[config.mk]
export PLATFORM = sky130hd
export DESIGN_NAME = trigger_sequencer
export DESIGN_NICKNAME = d
export VERILOG_FILES = /design/src/rtl/trigger_sequencer.sv
export SDC_FILE = /design/constraint.sdc
export NUM_CORES = 1
export LEC_CHECK = 0
export ABC_AREA = 1
export ABC_CLOCK_PERIOD_IN_PS = 8500
export BUFFER_PORTS_ARGS = -buffer_cell sky130_fd_sc_hd__buf_2
export CAP_MARGIN = 20
export CORE_AREA = 10 10 346 348
export CTS_CLUSTER_DIAMETER = 150
export DETAILED_ROUTE_END_ITERATION = 10
export DIE_AREA = 0 0 356 358
export MAX_ROUTING_LAYER = met4
export SYNTH_ARGS = -nofsm -noshare
export SYNTH_HDL_FRONTEND = slang
export SYNTH_SLANG_ARGS = --single-unit
export TNS_END_PERCENT = 20
[constraint.sdc]
create_clock -name clk -period 8.5 [get_ports clk]
set_input_delay 0.85 -clock clk [delete_from_list [all_inputs] [get_ports clk]]
set_output_delay 0.85 -clock clk [all_outputs]
set_load 0.01 [all_outputs]
[src/rtl/trigger_sequencer.sv]
`default_nettype none
// ---------------------------------------------------------------------------
// trigger_sequencer : multi-stage edge/level trigger with per-stage hit counts
// Revision 1.0
// ---------------------------------------------------------------------------
module trigger_sequencer #(
  parameter int SDW = 32,
  parameter int STN = 4,
  parameter int CNW = 16
) (
  input  logic               clk,
  input  logic               rst,
  input  logic [STN*SDW-1:0] cfg_or,
  input  logic [STN*SDW-1:0] cfg_and,
  input  logic [STN*SDW-1:0] cfg_0_0,
  input  logic [STN*SDW-1:0] cfg_0_1,
  input  logic [STN*SDW-1:0] cfg_1_0,
  input  logic [STN*SDW-1:0] cfg_1_1,
  input  logic [STN*CNW-1:0] cfg_cnt,
  input  logic [STN-1:0]     cfg_cons,
  input  logic [3:0]         cfg_stn,
  input  logic               ctl_arm,
  input  logic               ctl_disarm,
  input  logic               sti_transfer,
  input  logic [SDW-1:0]     sti_tdata,
  output logic               sts_armed,
  output logic               sts_done,
  output logic               sts_evt,
  output logic [3:0]         sts_stage,
  output logic [CNW-1:0]     sts_cnt
);

  localparam logic [3:0] LAST_STAGE = 4'(STN - 1);

  typedef enum logic [1:0] {
    IDLE = 2'd0,
    RUN  = 2'd1,
    DONE = 2'd2
  } state_t;

  state_t state;
  logic [SDW-1:0] dly;

  // Tables are padded to 16 entries so the 4-bit stage index never overruns.
  logic [SDW-1:0] tab_or  [16];
  logic [SDW-1:0] tab_and [16];
  logic [SDW-1:0] tab_00  [16];
  logic [SDW-1:0] tab_01  [16];
  logic [SDW-1:0] tab_10  [16];
  logic [SDW-1:0] tab_11  [16];
  logic [CNW-1:0] tab_cnt [16];
  logic [15:0]    tab_cons;

  for (genvar s = 0; s < 16; s++) begin : g_stage
    if (s < STN) begin : g_used
      assign tab_or[s]   = cfg_or [s*SDW +: SDW];
      assign tab_and[s]  = cfg_and[s*SDW +: SDW];
      assign tab_00[s]   = cfg_0_0[s*SDW +: SDW];
      assign tab_01[s]   = cfg_0_1[s*SDW +: SDW];
      assign tab_10[s]   = cfg_1_0[s*SDW +: SDW];
      assign tab_11[s]   = cfg_1_1[s*SDW +: SDW];
      assign tab_cnt[s]  = cfg_cnt[s*CNW +: CNW];
      assign tab_cons[s] = cfg_cons[s];
    end else begin : g_unused
      assign tab_or[s]   = '0;
      assign tab_and[s]  = '0;
      assign tab_00[s]   = '0;
      assign tab_01[s]   = '0;
      assign tab_10[s]   = '0;
      assign tab_11[s]   = '0;
      assign tab_cnt[s]  = '0;
      assign tab_cons[s] = 1'b0;
    end
  end

  logic [SDW-1:0] match;
  logic [SDW-1:0] and_mask;
  logic           hit;
  logic [CNW-1:0] req;
  logic [CNW:0]   cnt_inc;
  logic [CNW-1:0] cnt_sat;
  logic           reached;
  logic [3:0]     stn_eff;

  always_comb begin
    and_mask = tab_and[sts_stage];
    match    = (~dly & ~sti_tdata & tab_00[sts_stage])
             | (~dly &  sti_tdata & tab_01[sts_stage])
             | ( dly & ~sti_tdata & tab_10[sts_stage])
             | ( dly &  sti_tdata & tab_11[sts_stage]);
    hit      = ((&(match | ~and_mask)) && (|and_mask))
             || (|(match & tab_or[sts_stage]));
    // A programmed count of zero behaves as a single required hit.
    req      = (tab_cnt[sts_stage] == '0) ? CNW'(1) : tab_cnt[sts_stage];
    cnt_inc  = {1'b0, sts_cnt} + (CNW+1)'(1);
    cnt_sat  = (&sts_cnt) ? sts_cnt : cnt_inc[CNW-1:0];
    reached  = (cnt_inc >= {1'b0, req});
    stn_eff  = (cfg_stn > LAST_STAGE) ? LAST_STAGE : cfg_stn;
  end

  always_ff @(posedge clk or posedge rst) begin
    if (rst) begin
      state     <= IDLE;
      dly       <= '0;
      sts_evt   <= 1'b0;
      sts_armed <= 1'b0;
      sts_done  <= 1'b0;
      sts_stage <= '0;
      sts_cnt   <= '0;
    end else begin
      sts_evt <= 1'b0;
      if (sti_transfer) begin
        dly <= sti_tdata;
      end
      if (ctl_arm) begin
        state     <= RUN;
        sts_armed <= 1'b1;
        sts_done  <= 1'b0;
        sts_stage <= '0;
        sts_cnt   <= '0;
      end else if (ctl_disarm) begin
        state     <= IDLE;
        sts_armed <= 1'b0;
        sts_done  <= 1'b0;
        sts_stage <= '0;
        sts_cnt   <= '0;
      end else if (state == RUN && sti_transfer) begin
        if (hit) begin
          if (reached) begin
            sts_cnt <= '0;
            if (sts_stage >= stn_eff) begin
              state     <= DONE;
              sts_armed <= 1'b0;
              sts_done  <= 1'b1;
              sts_evt   <= 1'b1;
            end else begin
              sts_stage <= sts_stage + 4'd1;
            end
          end else begin
            sts_cnt <= cnt_sat;
          end
        end else if (tab_cons[sts_stage]) begin
          sts_cnt <= '0;
        end
      end
    end
  end

endmodule
`default_nettype wire

==> impl_metrics.ini, run 1 <==
[pwr]
power_density_mw_per_mm2 = 87.4
power_leakage_nw = 9.22
power_mw = 1.53
peakVddDrop_v = 0.0000744

[worst_setup_path]
crit_arrival_ns = 4.96
cp_num_buf_inv = 2
crit_path_end_kind = register
required_ns = 8.80
crit_fanout = 61
path_cells = buf_4, buf_4, o21ai_0, o22ai_1, nand3_1, nand2_1, nor2_1, nand2_1, nand2_1, nand3_2, nor2_4, nand3_2, nand2_4, nand2_4, nand2_1, nand2_1
crit_family = buffers and inverters
crit_type = reg -> reg
cpMostUsedCell = nand2_1
start_kind = register
slowest_delay_ns = 0.76
critical_path.slowest_cell = dfrtp_4

[clock_tree]
clock_path_buffers = 2
htree_levels = 2
numCtsBuffers = 5
cts_setup_buffers = 0
path_clk_slew_ns = 0.09
cts_tree = built
clock_latency_ns = 0.37
postCtsHoldBufs = 0
clock_sinks = 55
cts-root-buf = clkbuf_16
cts_resized = 0

[placed_design]
gp_congestion = 0.896
pre_cts_slack_ns = 3.64
io_buffers = 899
place_hpwl_um = 98000
place_inst = 4539

[global_routing]
track_usage_pct = 17.0
grt_pass1_vias = 18200
grt_max_degree = 194
grt_pass1_wl_um = 147000
grt_antenna_before_repair = 70
grt_overflow = 0

[finish]
drive_gt1_share_pct = 31.0
syn_to_final_growth_pct = 51.7
regArea_mm2 = 0.00138
nets = 3943
multiInputGateArea_mm2 = 0.00874
layout_common_cells = buf_2 (898), nand2_1 (725), nand3_1 (525), nor2_1 (290), o21ai_0 (190)
final_common_cell = buf_2
fin_cells = 4591
fillers = 13400

[sta]
rsz0062_at_grt = no
slew_viol_final = 0
fin_setup_tns_ns = 0
slew_headroom_pct = 32.7
finalSetupViolCount = 0
worstMarginPinSlew_ns = 1.01
hold_viol = 0
holdWs_ns = 0.543
fin_skew_ns = 0.0253
timing.fmax_ghz = 0.215
period_share_pct = 54.8
worst_slack_ns = 3.84
fin_crit_ns = 4.66

[floorplanning]
initial_core_util_pct = 10.3
fp.dieArea_mm2 = 0.127
coreArea_mm2 = 0.112
pin_count = 900
die_y_um = 358
row_count = 123
fp.dieW_um = 356

[job]
cap_violations = 0

[routing]
drtAntennaViolNets = 0
via_count = 18800
drt_iter0_drc = 1944
viasPerCell = 4.10
routedWlPerCell_um = 24.7
routed_wl_um = 113000
drc = 0
first_pass_iters = 6

[synthesis]
synth_fp_nets = 3179
synthesis.instances = 2282
synth_cell_types = 33
synth_seq_area_share_pct = 11.9
syn_area_mm2 = 0.0115
ys.warnings.count = 0
synth-seq-cells = 55
syn_avg_cell_area_um2 = 5.06

[min_path]
min_path_type = reg -> reg

[outcome]
status = finished, final reports clean
## routing by layer
metal / global-route usage (%) / part of all wire, % / vias up
met5: - / 0 / -
met4: 3.54 / 1.6 / 0
met3: 4.59 / 7.7 / 86
met2: 29.2 / 50 / 874
met1: 19.7 / 41 / 8723
li1: - / - / 9162
## metrics by stage
stage | utilization [%] | cell area (um2)
2_1_floorplan | - | 11500
3_3_place_gp | 15.3 | 17200
3_5_place_dp | 15.3 | 17200
4_1_cts | 15.5 | 17400
5_1_grt | 15.6 | 17500
6_report | 15.6 | 17500
## worst register-to-register path, delay by kind of cell, from the launching register on
kind                   cells  cell delay (ns)
buffers and inverters      2             1.51
AO/OA/AOI/OAI              2             0.98
flip-flops                 1             0.76
AND/OR/NAND/NOR           12             1.35
## cells by family after synthesis
| logic type | Yosys count | synth area share (%) |
|---|---|---|
| compound gates | 287 | 13.1 |
| buf+inv | 303 | 12.4 |
| simple gates | 1609 | 59.9 |
| xor+xnor | 8 | 0.607 |
| fa+ha+maj | 20 | 2.17 |
| flops | 55 | 11.9 |
## Yosys cell counts
| cell type | number | share of area, % |
|---|---|---|
| nand2_1 | 725 | 24 |
| nand3_1 | 525 | 23 |
| nor2_1 | 291 | 9.5 |
| o21ai_0 | 190 | 8.2 |
| inv_1 | 135 | 4.4 |
| buf_2 | 78 | 3.4 |
| dfrtp_1 | 55 | 12 |
| o22ai_1 | 52 | 2.8 |
| nand4_1 | 46 | 2.5 |
| clkbuf_1 | 38 | 1.2 |
| buf_4 | 33 | 2.1 |
| o21ai_1 | 24 | 1.0 |
| ha_1 | 20 | 2.2 |
| a21oi_1 | 19 | 0.82 |
| buf_6 | 9 | 0.88 |
| buf_1 | 7 | 0.23 |
| xor2_1 | 6 | 0.46 |
| nand3_2 | 4 | 0.35 |
| nor4_1 | 4 | 0.22 |
| nand2_4 | 3 | 0.29 |
| nand3b_1 | 3 | 0.20 |
| nor3_1 | 3 | 0.13 |
| xnor2_1 | 2 | 0.15 |
| and3_1 | 1 | 0.054 |
| clkinv_1 | 1 | 0.032 |
| inv_2 | 1 | 0.032 |
| inv_4 | 1 | 0.054 |
| nand4_2 | 1 | 0.11 |
| nor2_4 | 1 | 0.098 |
| nor3b_1 | 1 | 0.065 |
| o31ai_1 | 1 | 0.065 |
| o41ai_1 | 1 | 0.076 |
| or3_1 | 1 | 0.054 |
## where the power goes
part | switching (mW) | internal [mW]
Sequential | 0.0197 | 0.277
Clock | 0.162 | 0.116
Combinational | 0.627 | 0.328
Total | 0.809 | 0.721
## cell type report
class | count | area share, %
Timing Repair Buffer | 922 | 26.8
Sequential cell | 55 | 7.90
Clock buffer | 5 | 0.715
Clock inverter | 3 | 0.193
Tap cell | 1500 | 10.7
Inverter | 138 | 3.10
Multi-Input combinational cell | 1924 | 49.9
Antenna cell | 44 | 0.629
## registers in the layout, indices dropped and copies added (netlist names)
register and cells:
dly 32, sts_cnt 16, sts_stage 4, state 1, sts_done 1, sts_evt 1
## path summary, 6_finish.rpt
path                         startpoint            to  slack (ns)  cells after the start
setup / recovery           sts_stage[1]   sts_cnt[10]        3.84                     16
max in group asynchronous           rst  sts_stage[0]        6.84                      3
setup reg to reg           sts_stage[1]   sts_cnt[10]        3.84                     16
hold / removal                 sts_done      sts_done        0.54                      2
min in group asynchronous           rst       dly[23]        0.60                      2
hold reg to reg                sts_done      sts_done        0.54                      2
No activity file was read; power rests on OpenSTA's default activity.
==> run 2, diff against run 1 <==
--- a/config.mk
+++ b/config.mk
@@ -5,14 +5,14 @@
 export SDC_FILE = /design/constraint.sdc
 export NUM_CORES = 1
 export LEC_CHECK = 0
-export ABC_AREA = 1
-export ABC_CLOCK_PERIOD_IN_PS = 8500
+export ABC_AREA = 0
+export ABC_CLOCK_PERIOD_IN_PS = 4100
 export BUFFER_PORTS_ARGS = -buffer_cell sky130_fd_sc_hd__buf_2
 export CAP_MARGIN = 20
-export CORE_AREA = 10 10 346 348
+export CORE_AREA = 10 10 340 342
 export CTS_CLUSTER_DIAMETER = 150
 export DETAILED_ROUTE_END_ITERATION = 10
-export DIE_AREA = 0 0 356 358
+export DIE_AREA = 0 0 350 352
 export MAX_ROUTING_LAYER = met4
 export SYNTH_ARGS = -nofsm -noshare
 export SYNTH_HDL_FRONTEND = slang
==> constraint.sdc (replaced) <==
create_clock -name clk -period 4.1 [get_ports clk]
set_input_delay 0.41 -clock clk [delete_from_list [all_inputs] [get_ports clk]]
set_output_delay 0.41 -clock clk [all_outputs]
set_load 0.01 [all_outputs]
==> run 2 against run 1 <==
Against the previous run: clock power rose by 110%; critical path type unchanged; largest cell class unchanged; core utilization is 0.78 points higher; register-to-register slack worse by 3.7 ns.
==> impl_metrics.ini, run 2 <==
[routing]
drt_iter0_drc = 930
wl_met2_um = 51500
first_pass_iters = 5
top_layer = met4
m1WireLength_um = 43800
via_count = 13300
dr_wl_met3_um = 6320
routedWlPerCell_um = 31.3
drc = 0
routed_wl_um = 104000
viasPerCell = 4.02
drtAntennaViolNets = 0

[synthesis]
synth_common_cells = mux4_2 (135), mux2i_1 (119), mux2_2 (61), nand2_1 (58), dfrtp_1 (55)
synthMostInstantiatedCell = mux4_2
synth-seq-cells = 55
synth_area_leaders = mux4_2 (29%), dfrtp_1 (13%), mux2i_1 (11%)
synth-edff-count = 0
async_flop_share_pct = 100
ys.warnings.count = 0
synth_top_area_cell = mux4_2
synth_seq_area_share_pct = 13.1
synth_fp_nets = 1795
synth_flop_cell = dfrtp_1
synth_cell_types = 82
yosys.area.top_type_share_pct = 29.0
syn_avg_cell_area_um2 = 11.7
syn_area_mm2 = 0.0105
synthesis.instances = 898

[worst_setup_path]
critical_path.slowest_cell = mux4_2
crit_arrival_ns = 4.20
cp_num_buf_inv = 5
r2r-start = sts_stage[0]
crit_fanout = 14
cpMostUsedCell = buf_12
reg2reg_depth = 15
worstReg2RegEnd = sts_cnt[7]
start_kind = register
crit_path_end_kind = register
reg2reg_slack_ns = 0.18
crit_family = buffers and inverters
crit_start = sts_stage[0]
crit_type = reg -> reg
required_ns = 4.37
path_cells = buf_12, buf_16, buf_6, mux4_2, mux2_2, nand3_1, nand4_1, a221o_2, nor4_4, buf_4, nor2_1, o21ai_4, buf_12, nor3_4, a22o_2
slowest_delay_ns = 0.52

[finish]
top_regs = dly: 32 flops, sts_cnt: 16 flops, sts_stage: 4 flops
largest_register_ffs = 32
fin_area_mm2 = 0.0178
drive_gt1_share_pct = 68.5
nets = 2761
regMostFlops = dly
syn_to_final_growth_pct = 69.3
layout_common_cells = buf_2 (898), mux4_2 (136), mux2i_1 (115), buf_4 (104), mux2_2 (61)
final_common_cell = buf_2

[placed_design]
post_dp_cell_area_mm2 = 0.0172
io_buffers = 899
gp_congestion = 0.951
pre_cts_slack_ns = -0.286
place_hpwl_um = 93600

[global_routing]
grt_pass1_wl_um = 132000
grt_antenna_before_repair = 79
grt_overflow = 0
grt_pass1_vias = 14400
grt_max_degree = 56
track_usage_pct = 16.3

[sta]
rsz0062_at_grt = yes
worst_slack_ns = 0.179
fin_crit_ns = 3.92
timing.fmax_ghz = 0.255
fin_setup_tns_ns = 0
slew_headroom_pct = 29.7
fin_skew_ns = 0.0117
finalSetupViolCount = 0
period_share_pct = 95.6
hold_viol = 0
holdWs_ns = 0.205
slew_viol_final = 0
worstMarginPinSlew_ns = 1.05

[floorplanning]
row_count = 121
fp.dieW_um = 350
coreArea_mm2 = 0.109
die_y_um = 352
initial_core_util_pct = 9.66
fp.dieArea_mm2 = 0.123
pin_count = 900

[pwr]
peakVddDrop_v = 0.000169
power_density_mw_per_mm2 = 142
pwr-share-clk_pct = 23.6
power_switching_mw = 1.03
sw_frac_of_total_pct = 41.0
comb_power_share_pct = 51.9
pwr-share-seq_pct = 24.5
p_int_mw = 1.49
power_leakage_nw = 7.87

[clock_tree]
cts_tree = built
numCtsBuffers = 5
clock_latency_ns = 0.38
htree_levels = 2
path_clk_slew_ns = 0.11
clock_path_buffers = 2
cts-root-buf = clkbuf_16
clock_sinks = 55
postCtsHoldBufs = 0

[min_path]
min_path_type = in -> async

[outcome]
status = finished, final reports clean

[job]
cap_violations = 0
-- run 2: layout make-up --
class	instances	area (um2)
Timing Repair Buffer	1023	5680
Inverter	10	43.8
Tap cell	1414	1770
Multi-Input combinational cell	769	8650
Sequential cell	55	1380
Clock buffer	5	125
Fill cell	12300	90800
Antenna cell	29	72.6
Clock inverter	3	28.8
-- run 2: repair_timing --
item                       CTS  global route
gates resized for setup     13            23
cloned                       0             5
setup endpoints to repair   22            20
setup buffers                1             4
pin swaps                    0             2
-- run 2: power groups by stage --
stage	Clock (mW)	Combinational [mW]	Sequential (mW)
after detailed placement	0	1.32	0.630
after global routing	0.648	1.41	0.626
after CTS	0.642	1.34	0.619
after global placement	0	1.31	0.629
final	0.596	1.31	0.619
after floorplan	0	0.459	0.614
-- run 2: per-stage QoR --
| stage | power (mW) | util (%) | cells |
|---|---|---|---|
| after floorplan | 1.07 | - | 898 |
| after global placement | 1.94 | 15.9 | 3260 |
| after detailed placement | 1.95 | 15.9 | 3261 |
| after CTS | 2.60 | 16.1 | 3270 |
| after global routing | 2.69 | 16.3 | 3302 |
| final | 2.53 | 16.4 | 3308 |
-- run 2: metal layers --
layer	track usage (%)	up-vias
met5	-	-
met4	2.72	0
met3	2.83	123
met2	28.2	811
met1	19.9	6566
li1	-	5788
-- run 2: worst max-delay path by stage --
stage | depth (start not counted) | end | slack (ns)
floorplan | 25 | sts_cnt[0] | -0.35
global placement | 13 | sts_stage[1] | -1.33
detailed placement | 14 | sts_cnt[7] | -0.29
CTS | 14 | sts_cnt[7] | 0.0003
global route | 18 | sts_cnt[5] | -0.04
finish | 15 | sts_cnt[7] | 0.18
-- run 2: logic make-up after synthesis --
| group | share of synthesized area [%] |
|---|---|
| buffers and inverters | 5.86 |
| adders and majority gates | 2.39 |
| and+or+nand+nor | 13.7 |
| xor gates and xnor gates | 0.668 |
| AOI/OAI and AO/OA | 10.0 |
| DFF | 13.1 |
| muxes | 54.3 |
-- run 2: worst reg2reg max path: stages (launching register included) --
cell     delay, ns
dfrtp_4       0.46
buf_12        0.21
buf_16        0.20
buf_6         0.17
mux4_2        0.52
mux2_2        0.35
nand3_1       0.10
nand4_1       0.22
a221o_2       0.45
nor4_4        0.26
buf_4         0.17
nor2_1        0.07
o21ai_4       0.19
buf_12        0.15
nor3_4        0.06
a22o_2        0.22
